<file path="config.mk">
export PLATFORM = sky130hd
export DESIGN_NAME = stream_burst_source
export DESIGN_NICKNAME = d
export VERILOG_FILES = /design/src/rtl/stream_burst_source.sv
export SDC_FILE = /design/constraint.sdc
export NUM_CORES = 1
export LEC_CHECK = 0
export ABC_AREA = 1
export ABC_CLOCK_PERIOD_IN_PS = 3530
export CORE_MARGIN = 1
export CORE_UTILIZATION = 38
export DETAILED_ROUTE_END_ITERATION = 8
export PLACE_DENSITY = 0.63
export SLEW_MARGIN = 25
export SYNTH_ARGS = -nofsm -noshare
export SYNTH_HDL_FRONTEND = slang
export SYNTH_SLANG_ARGS = --single-unit
</file>
<file path="constraint.sdc">
create_clock -name clk -period 3.53 [get_ports clk]
set_input_delay 0.353 -clock clk [delete_from_list [all_inputs] [get_ports clk]]
set_output_delay 0.353 -clock clk [all_outputs]
set_load 0.01 [all_outputs]
</file>
<file path="src/rtl/stream_burst_source.sv">
// Burst source: a command (start value, length-1) becomes a run of incrementing beats on a
// valid/ready stream. Define STREAM_BURST_SOURCE_LAST_EN to add the out_last port.
`timescale 1ns/1ps

module stream_burst_source #(
    parameter int DATA_WIDTH = 32,
    parameter int LEN_WIDTH  = 8
) (
    input  logic                  clk,
    input  logic                  rst_n,
    input  logic                  cmd_valid,
    output logic                  cmd_ready,
    input  logic [DATA_WIDTH-1:0] cmd_start,
    input  logic [LEN_WIDTH-1:0]  cmd_len,
    output logic [DATA_WIDTH-1:0] out_data,
    output logic                  out_valid,
    input  logic                  out_ready,
    output logic                  busy,
    output logic                  done
`ifdef STREAM_BURST_SOURCE_LAST_EN
    ,
    output logic                  out_last
`endif
);

    typedef enum logic {
        IDLE = 1'b0,
        RUN  = 1'b1
    } state_t;

    state_t                state_reg, state_next;
    logic [DATA_WIDTH-1:0] data_reg,  data_next;
    logic [LEN_WIDTH-1:0]  count_reg, count_next;
    logic                  done_reg,  done_next;

    always_ff @(posedge clk or negedge rst_n) begin
        if (!rst_n) begin
            state_reg <= IDLE;
            data_reg  <= '0;
            count_reg <= '0;
            done_reg  <= 1'b0;
        end else begin
            state_reg <= state_next;
            data_reg  <= data_next;
            count_reg <= count_next;
            done_reg  <= done_next;
        end
    end

    // Outputs decode from state only, so no input reaches an output combinationally.
    always_comb begin
        state_next = state_reg;
        data_next  = data_reg;
        count_next = count_reg;
        done_next  = 1'b0;
        cmd_ready  = 1'b1;
        out_valid  = 1'b0;
        busy       = 1'b0;
        case (state_reg)
            IDLE: begin
                if (cmd_valid) begin
                    state_next = RUN;
                    data_next  = cmd_start;
                    count_next = cmd_len;
                end
            end
            RUN: begin
                cmd_ready = 1'b0;
                out_valid = 1'b1;
                busy      = 1'b1;
                if (out_ready) begin
                    if (count_reg != '0) begin
                        data_next  = data_reg + DATA_WIDTH'(1);
                        count_next = count_reg - LEN_WIDTH'(1);
                    end else begin
                        state_next = IDLE;
                        done_next  = 1'b1;
                    end
                end
            end
            default: state_next = IDLE;
        endcase
    end

    assign out_data = data_reg;
    assign done     = done_reg;

`ifdef STREAM_BURST_SOURCE_LAST_EN
    assign out_last = (state_reg == RUN) && (count_reg == '0);
`endif

endmodule
</file>
==> impl_metrics.ini <==
[synthesis]
ys_warn_count = 0
syn-num-nets = 565
synth_area_leaders = dfrtp_1 (33%), nand2_1 (23%), nor2_1 (12%)
syn_area_per_cell_um2 = 6.11
seq_area_frac_synth_pct = 33.2
synth-main-ff-cell = dfrtp_1
synth-edff-count = 0
syn-cell-area_um2 = 3160
yosysMostFrequentCell = nand2_1
async_flop_share_pct = 100
netlist_instances = 518
netlist_top_cells_count = nand2_1 (194), nor2_1 (100), dfrtp_1 (42), inv_1 (42), nand3_1 (39)
ys_types = 33
synth_area_leader_cell = dfrtp_1
synth.top_cell.area_share_pct = 33.2
ys_seq_elements = 42

[final_layout]
seq_area_um2 = 1050
area_growth_pct = 29.2
nFillCells = 847
final_cells = 691
diodes = 0
multi_input_area_um2 = 1840
final_layout_size_suffix_gt1_share_pct = 6.62
fin_nets = 635
final_cell_area_um2 = 4090
largest_reg_flops = 32
utilization_pct = 51.8

[run]
maxCapViolations = 0

[status]
outcome = completed

[route]
ant_nets = 0
viasPerCell = 4.80
drt-total-wl_mm = 8.68
drc = 0
vias = 3315
drtIter0Drc = 147
dr.pass1.iters = 4
routedWlPerCell_um = 12.6

[timing]
drv_slew = 0
fin_hold_ws_ps = 35.4
min_period_ps = 2460
fin_worst_skew_ps = 6.93
rsz0062_at_grt = false
fin_crit_sh_pct = 69.8
max_freq_mhz = 406
final-hold-violation-count = 0
finalSetupTns_ps = 0
worstMarginPinSlew_ps = 611
setup_viol = 0
slew_headroom_pct = 59.3

[cts]
holdBufCountCts = 0
postCtsSetupBuffers = 0
clk_pin_slew_ps = 80
cts_buffers = 5
cts_buffer_depth = 2
cts.sinks = 42
cts_tree = yes
cts_resized = 0
cts_root_buffer = clkbuf_8
htreeDepth = 2
insertion_delay_ps = 300

[floorplan]
die_y_um = 93.2
die_w_um = 93.2
placementRows = 32
ios = 80
start_util_pct = 40.1
coreArea_um2 = 7890
dieArea_um2 = 8690

[placement]
place_area_um2 = 3990
gp_congestion = 0.849
placedCellCount = 683
io_buffers = 79
dp_hpwl_mm = 6.31

[setup_path]
crit_family = buffers and inverters
crit_arrival_ps = 2110
cp_num_buf_inv = 2
path_cells = buf_4 > clkdlybuf4s50_1
path_class = reg2out
start_kind = flop
max_stage_delay_ps = 770
r2r_cells = 7
end_kind = primary output
critPathSlowestCell = dfrtp_2
cp.depth = 2
critPathMaxFanout = 34
crit_required_ps = 3180

[global_routing]
antenna_found_initial = 0
grt_overflow = 0
grt_max_degree = 51
grt_first_pass_wirelength_mm = 14.8
gr-usage-all-layers_pct = 21.6
grt_pass1_vias = 3144

[power]
leakage_nw = 1.88
p_per_area_nw_per_um2 = 664
max-vdd-ir-drop_v = 0.000266

[hold_path]
hold_path_class = in2async
layout by cell type (no fill, tap or decap), drive strengths merged:
cell           Yosys  routed
a21oi              6       6
a31oi              1       1
and2               2       2
and3               1       1
buf               14       3
clkbuf             4       7
clkdlybuf4s50      0      78
clkinv             0       1
dfrtp             42      42
ha                 3       3
inv               46      46
nand2            203     203
nand3             40      40
nand3b             2       2
nor2             110     110
nor3               2       2
o211ai             1       1
o21a               1       1
o21ai             31      31
o22ai              1       1
o31ai              1       1
or2                4       4
xnor2              1       1
xor2               2       2
worst reg2reg max path: stages, from the launching register on:
cell and delay (ps):
dfrtp_2 770, and3_1 240, nand2_1 70, nand2_2 80, buf_4 460, nor2_1 100, o21ai_1 130, inv_1 50
report_power, final:
group | internal (mW) | total (mW) | leakage, nW | switching [mW]
clock | 0.158 | 0.331 | 0.0482 | 0.173
combinational | 0.647 | 1.38 | 1.30 | 0.734
sequential | 0.695 | 1.00 | 0.528 | 0.307
per-layer routing:
metal  up-vias  global-route usage, %  part of all wire [%]
met5         -                      0                     0
met4         0                   4.87                   1.3
met3         8                   3.41                   5.1
met2        92                   36.2                    46
met1      1479                   29.2                    48
li1       1736                      -                     -
cell type report:
type | count | area share [%]
Multi-Input combinational cell | 412 | 45.0
Sequential cell | 42 | 25.8
Timing Repair Buffer | 81 | 19.7
Inverter | 46 | 4.23
Tap cell | 102 | 3.12
Clock buffer | 7 | 2.11
Clock inverter | 1 | 0.122
cells by family (layout without fill, tap and decap cells):
| kind of cell | after synthesis | after routing | synth area share [%] |
|---|---|---|---|
| compound gates | 42 | 42 | 6.96 |
| fa+ha+maj | 3 | 3 | 1.19 |
| simple gates | 364 | 364 | 49.2 |
| buf+inv | 64 | 135 | 8.62 |
| xor+xnor | 3 | 3 | 0.831 |
| flops | 42 | 42 | 33.2 |
metrics by stage:
stage	total power [mW]	setup slack [ps]
after floorplan	1.79	2070
after global placement	2.37	1400
after detailed placement	2.40	1390
after CTS	2.74	1050
after global routing	2.99	950
final	2.71	1070
worst paths after layout:
check | slack, ps | end | startpoint
hold / removal | 40 | out_data[11] | rst_n
setup reg to reg | 1540 | out_data[15] | state_reg
hold reg to reg | 490 | count_reg[5] | count_reg[5]
min in group clk | 490 | count_reg[5] | count_reg[5]
setup / recovery | 1070 | busy | state_reg
max in group asynchronous | 3090 | state_reg | rst_n
Note: power is estimated with default switching activity, not from simulation.
